File: src/rtl/pmbus_monitor.sv
// Passive PMBus/I2C byte monitor: filters the master-side SCL/SDA, decodes START/STOP
// and bytes, and queues {address, from-slave, ack, data} records in a 4-deep show-ahead FIFO.
module pmbus_monitor #(
    parameter int DEBOUNCE = 5
) (
    input  logic       sysclk,
    input  logic       reset,
    input  logic       scl,
    input  logic       sda,
    input  logic       sda_direction_tap,
    input  logic       rd_en,
    input  logic       clr_status,
    output logic       rec_valid,
    output logic [7:0] rec_data,
    output logic [2:0] rec_flags,
    output logic       busy,
    output logic       overflow,
    output logic       truncated
);

    typedef enum logic {IDLE, ACTIVE} state_t;

    logic                scl_sync_p0, scl_sync_p1, sda_sync_p0, sda_sync_p1;
    logic [DEBOUNCE-1:0] scl_shift, sda_shift, scl_shift_next, sda_shift_next;
    logic                scl_filt, sda_filt, scl_prev, sda_prev;
    logic                scl_rise, sda_fall, sda_rise, start_evt, stop_evt;

    state_t              state, state_next;
    logic                shift_bit, push, trunc_evt;
    logic [3:0]          bit_cnt;
    logic                addr_flag, slave_flag;
    logic [7:0]          data_sr;

    logic [10:0]         mem [4];
    logic [1:0]          wr_ptr, rd_ptr;
    logic [2:0]          count;
    logic                pop, wr, ovf_evt;
    logic [10:0]         head;

    // The filtered level is updated from the shift register's next contents so the
    // decision lands on the same edge the last agreeing sample enters.
    assign scl_shift_next = {scl_shift[DEBOUNCE-2:0], scl_sync_p1};
    assign sda_shift_next = {sda_shift[DEBOUNCE-2:0], sda_sync_p1};

    always_ff @(posedge sysclk or posedge reset) begin
        if (reset) begin
            scl_sync_p0 <= 1'b1;
            scl_sync_p1 <= 1'b1;
            sda_sync_p0 <= 1'b1;
            sda_sync_p1 <= 1'b1;
            scl_shift   <= '1;
            sda_shift   <= '1;
            scl_filt    <= 1'b1;
            sda_filt    <= 1'b1;
            scl_prev    <= 1'b1;
            sda_prev    <= 1'b1;
        end else begin
            scl_sync_p0 <= scl;
            scl_sync_p1 <= scl_sync_p0;
            sda_sync_p0 <= sda;
            sda_sync_p1 <= sda_sync_p0;
            scl_shift   <= scl_shift_next;
            sda_shift   <= sda_shift_next;
            if (&scl_shift_next)      scl_filt <= 1'b1;
            else if (~|scl_shift_next) scl_filt <= 1'b0;
            if (&sda_shift_next)      sda_filt <= 1'b1;
            else if (~|sda_shift_next) sda_filt <= 1'b0;
            scl_prev    <= scl_filt;
            sda_prev    <= sda_filt;
        end
    end

    assign scl_rise  = scl_filt & ~scl_prev;
    assign sda_fall  = ~sda_filt & sda_prev;
    assign sda_rise  = sda_filt & ~sda_prev;
    assign start_evt = sda_fall & scl_filt & scl_prev;
    assign stop_evt  = sda_rise & scl_filt & scl_prev;

    // Bus decode
    always_ff @(posedge sysclk or posedge reset) begin
        if (reset) state <= IDLE;
        else       state <= state_next;
    end

    always_comb begin
        state_next = state;
        shift_bit  = 1'b0;
        push       = 1'b0;
        trunc_evt  = 1'b0;
        if (stop_evt) begin
            state_next = IDLE;
            trunc_evt  = (bit_cnt != 4'd0);
        end else if (start_evt) begin
            state_next = ACTIVE;
            trunc_evt  = (bit_cnt != 4'd0);
        end else if (state == ACTIVE && scl_rise) begin
            if (bit_cnt == 4'd8) push      = 1'b1;
            else                 shift_bit = 1'b1;
        end
    end

    always_ff @(posedge sysclk or posedge reset) begin
        if (reset) begin
            bit_cnt   <= 4'd0;
            addr_flag <= 1'b0;
        end else if (start_evt) begin
            bit_cnt   <= 4'd0;
            addr_flag <= 1'b1;
        end else if (stop_evt) begin
            bit_cnt   <= 4'd0;
        end else if (shift_bit) begin
            bit_cnt   <= bit_cnt + 4'd1;
        end else if (push) begin
            bit_cnt   <= 4'd0;
            addr_flag <= 1'b0;
        end
    end

    always_ff @(posedge sysclk) begin
        if (shift_bit) begin
            data_sr <= {data_sr[6:0], sda_filt};
            if (bit_cnt == 4'd0) slave_flag <= sda_direction_tap;
        end
    end

    assign busy = (state == ACTIVE);

    // Record FIFO
    assign pop     = rd_en && (count != 3'd0);
    assign wr      = push && ((count != 3'd4) || pop);
    assign ovf_evt = push && (count == 3'd4) && !pop;

    always_ff @(posedge sysclk) begin
        if (wr) mem[wr_ptr] <= {addr_flag, slave_flag, sda_filt, data_sr};
    end

    always_ff @(posedge sysclk or posedge reset) begin
        if (reset) begin
            wr_ptr    <= 2'd0;
            rd_ptr    <= 2'd0;
            count     <= 3'd0;
            overflow  <= 1'b0;
            truncated <= 1'b0;
        end else begin
            if (wr)  wr_ptr <= wr_ptr + 2'd1;
            if (pop) rd_ptr <= rd_ptr + 2'd1;
            if (wr && !pop)      count <= count + 3'd1;
            else if (!wr && pop) count <= count - 3'd1;
            if (ovf_evt)         overflow  <= 1'b1;
            else if (clr_status) overflow  <= 1'b0;
            if (trunc_evt)       truncated <= 1'b1;
            else if (clr_status) truncated <= 1'b0;
        end
    end

    assign head      = mem[rd_ptr];
    assign rec_valid = (count != 3'd0);
    assign rec_data  = rec_valid ? head[7:0]  : 8'd0;
    assign rec_flags = rec_valid ? head[10:8] : 3'd0;

endmodule

File: config.mk
export PLATFORM = sky130hd
export DESIGN_NAME = pmbus_monitor
export DESIGN_NICKNAME = d
export VERILOG_FILES = /design/src/rtl/pmbus_monitor.sv
export SDC_FILE = /design/constraint.sdc
export NUM_CORES = 1
export LEC_CHECK = 0
export ABC_AREA = 1
export BUFFER_PORTS_ARGS = -buffer_cell sky130_fd_sc_hd__buf_2
export CAP_MARGIN = 20
export CORE_MARGIN = 1.5
export CORE_UTILIZATION = 44
export CTS_BUF_LIST = sky130_fd_sc_hd__clkbuf_2 sky130_fd_sc_hd__clkbuf_4 sky130_fd_sc_hd__clkbuf_8
export CTS_CLUSTER_DIAMETER = 30
export DETAILED_ROUTE_END_ITERATION = 10
export PLACE_DENSITY_LB_ADDON = 0.12
export SETUP_SLACK_MARGIN = 0.4
export SYNTH_ARGS = -nofsm -noshare
export SYNTH_HDL_FRONTEND = slang
export SYNTH_SLANG_ARGS = --single-unit
File: constraint.sdc
create_clock -name sysclk -period 5.2 [get_ports sysclk]
set_clock_uncertainty 0.2 [all_clocks]
set_input_delay 0 -clock sysclk [delete_from_list [all_inputs] [get_ports sysclk]]
set_output_delay 0 -clock sysclk [all_outputs]
set_load 0.05 [all_outputs]
==> results.sh <==
export IMPL_htree_levels=3
export IMPL_syn_inst=296
export IMPL_yosysUniqueCellTypes=24
export IMPL_die_h_um=91.0
export IMPL_synth_adder_area_share_pct=3.16
export IMPL_cts_sinks=84
export IMPL_yosysTopAreaCell="edfxtp_1"
export IMPL_cts_tree="built"
export IMPL_r2r_end="mem[3][4]"
export IMPL_crit_slowest_cell="nor2_1"
export IMPL_grt_max_degree=32
export IMPL_max_vdd_ir_drop_v=0.000181
export IMPL_cp_cell_sequence="inv_1, ha_1, nand3_1, nor2_4, nand2_4, nor2_1"
export IMPL_worstPathArrival_ps=2270
export IMPL_synth_area_leaders="edfxtp_1 (47%), dfstp_2 (12%), dfrtp_1 (11%)"
export IMPL_p_sw_mw=0.822
export IMPL_worstSetupPathType="register to register"
export IMPL_rr_worst_depth=6
export IMPL_cts_root_buffer="clkbuf_8"
export IMPL_worst_pin_slew_ps=1120
export IMPL_viasPerCell=4.70
export IMPL_grt_remaining_overflow=0
export IMPL_pwr_share_seq_pct=44.2
export IMPL_drive_gt1_share_pct=17.4
export IMPL_synthToLayoutAreaGrowth_pct=13.3
export IMPL_p_sw_share_pct=40.8
export IMPL_synth_top_family_by_area="simple AND/OR/NAND/NOR gates"
export IMPL_syn_area_mm2=0.00341
export IMPL_grt_pass1_wl_um=9820
export IMPL_hp_class="primary input to asynchronous set/reset pin"
export IMPL_diodes=0
export IMPL_slew_viol_final=0
export IMPL_p_int_mw=1.19
export IMPL_cap_viol_max_count=0
export IMPL_dpl_hpwl_um=3430
export IMPL_synth_top_area_share_pct=46.7
export IMPL_dp_cells=410
export IMPL_cts_resized=0
export IMPL_vias=2036
export IMPL_fin_crit_sh_pct=48.4
export IMPL_numCtsBuffers=9
export IMPL_finalPower_mw=2.02
export IMPL_yosys_mux_area_fraction_pct=0
export IMPL_startpoint_type="register"
export IMPL_routedWlPerCell_um=12.8
export IMPL_synthesis_nets=311
export IMPL_drt_total_wl_um=5530
export IMPL_track_usage_pct=15.5
export IMPL_worstPathMaxFanout=11
export IMPL_slowest_delay_ps=850
export IMPL_ys_seq_area_share_pct=70.1
export IMPL_p_leak_nw=1.61
export IMPL_start_util_pct=46.2
export IMPL_timing_hold_ws_ps=75.8
export IMPL_routabilityCongestion=0.820
export IMPL_synth_xor_area_share_pct=1.29
export IMPL_portBuffers=21
export IMPL_core_mm2=0.00737
export IMPL_clkLatencyLatePin_ps=340
export IMPL_cp_startpoint="bit_cnt[0]"
export IMPL_worstPathRequired_ps=4950
export IMPL_run_status="complete, no violations"
export IMPL_finalNonFillerCells=433
export IMPL_fmax_mhz=397
export IMPL_reg2reg_slack_ps=2680
export IMPL_io_pins=22
export IMPL_yosysWarnings=0
export IMPL_crit_end="mem[3][4]"
export IMPL_path_clk_slew_ps=80
export IMPL_power_density_mw_per_mm2=522
export IMPL_pwr_share_comb_pct=34.0
export IMPL_relSlewSlack_pct=25.0
export IMPL_r2r_start="bit_cnt[0]"
export IMPL_hold_violations=0
export IMPL_dr_pass1_iters=4
export IMPL_clockBufferDepth=2
export IMPL_drc=0
export IMPL_antenna_left=0
export IMPL_timing_setup_tns_ps=0
export IMPL_dieArea_mm2=0.00828
export IMPL_clkPwrFrac_pct=21.8
export IMPL_drt_iter0_drc=87
export IMPL_synth_compound_area_share_pct=4.30
export IMPL_first_global_vias=2014
export IMPL_avgSynthCellArea_um2=11.5
export IMPL_end_kind="register"
export IMPL_die_w_um=91.0
export IMPL_period_needed_ps=2520
export IMPL_fin_nets=344
export IMPL_synth_seq_cells=84
export IMPL_synth_simple_area_share_pct=16.5
export IMPL_rsz0062_at_grt="no"
export IMPL_antenna_found_initial=0
export IMPL_finalSetupViolCount=0
export IMPL_rows=31
## kinds of logic after synthesis
group,after synthesis
AND/OR/NAND/NOR,132
flip-flops,84
AO/OA/AOI/OAI,29
buffers and inverters,38
adder cells (fa/ha/maj),8
XOR/XNOR,5
## placed cells by master, fill, tap and decap left out
master	count
fa_1	1
clkinvlp_2	1
xnor2_1	2
dlygate4sd3_1	7
nor2_4	2
nand2_1	77
nand4_1	6
buf_2	21
nor3_1	2
o21ai_0	11
clkbuf_8	9
clkinvlp_4	2
clkinv_2	1
bufinv_16	1
nand2_4	1
o22ai_1	1
dfstp_2	16
edfxtp_1	53
o21ai_1	5
nand3_1	10
clkinv_4	1
a21oi_1	12
xor2_1	3
buf_4	1
nor2_1	33
nand3_4	1
inv_2	1
clkinv_1	1
inv_1	30
ha_1	7
dfrtp_1	15
## synth_stat cells
library cell,number
xor2_1,3
inv_2,1
buf_4,1
nor2_1,33
inv_1,30
o21ai_0,11
o21ai_1,5
dfrtp_1,15
nor3_1,2
nand3_1,10
dfstp_2,16
nand3_4,1
nand2_1,77
fa_1,1
nand4_1,6
o22ai_1,1
nand2_4,1
a21oi_1,12
xnor2_1,2
edfxtp_1,53
buf_2,5
nor2_4,2
ha_1,7
buf_6,1
## area by class of cell
type	instances	area, µm²
timing repair buffer	29	183
sequential	84	2390
inverter	31	116
tap	99	124
clock buffer	9	124
multi-input combinational	174	860
clock inverter	7	67.6
fill	657	3510
## what timing repair did
item / in CTS / in global routing
hold buffers: 7 / 0
endpoints found under the hold margin: 39 / 0
setup buffers: 0 / 0
## per-layer routing
layer	GRT usage, %	vias up	wire, µm
met5	0	-	0
met4	7.03	0	81
met3	3.52	7	175
met2	25.1	40	2690
met1	20.0	943	2580
li1	-	1046	-
## power by group through the flow
stage / logic [mW] / registers, mW / clock network [mW]
2_1_floorplan: 0.569 / 0.887 / 0
3_3_place_gp: 0.684 / 0.904 / 0
3_5_place_dp: 0.689 / 0.906 / 0
4_1_cts: 0.694 / 0.892 / 0.456
5_1_grt: 0.772 / 0.907 / 0.484
6_report: 0.686 / 0.891 / 0.439
## critical path, delay by kind of cell, from the launching register on
kind,cells,cell delay [ps]
and+or+nand+nor,4,1220
adders and majority gates,1,180
DFF,1,430
buffers and inverters,1,90
## stage by stage
step | cell area (µm²) | setup slack [ps] | util (%)
detailed placement | 3600 | 2690 | 48.8
finish | 3860 | 2680 | 52.4
CTS | 3860 | 2670 | 52.4
global route | 3860 | 2430 | 52.4
floorplan | 3410 | 2850 | -
global placement | 3600 | 2760 | 48.8
## worst min-delay path by stage
stage               startpoint          end  slack (ps)  depth (start not counted)
floorplan                  scl  scl_sync_p0        -200                          0
global placement         reset    wr_ptr[0]        -110                          3
detailed placement       reset    wr_ptr[0]        -100                          3
CTS                      reset     count[0]          70                          4
global route               sda  sda_sync_p0          90                          2
finish                   reset     count[2]          80                          4
## registers in the layout, summed over array words and instances, names as in the netlist, 2 cells and up
signal / cells
wr_ptr: 2
mem: 44
count: 3
bit_cnt: 4
sda_shift: 4
data_sr: 8
rd_ptr: 2
scl_shift: 4
(Power assumes the default switching activity.)
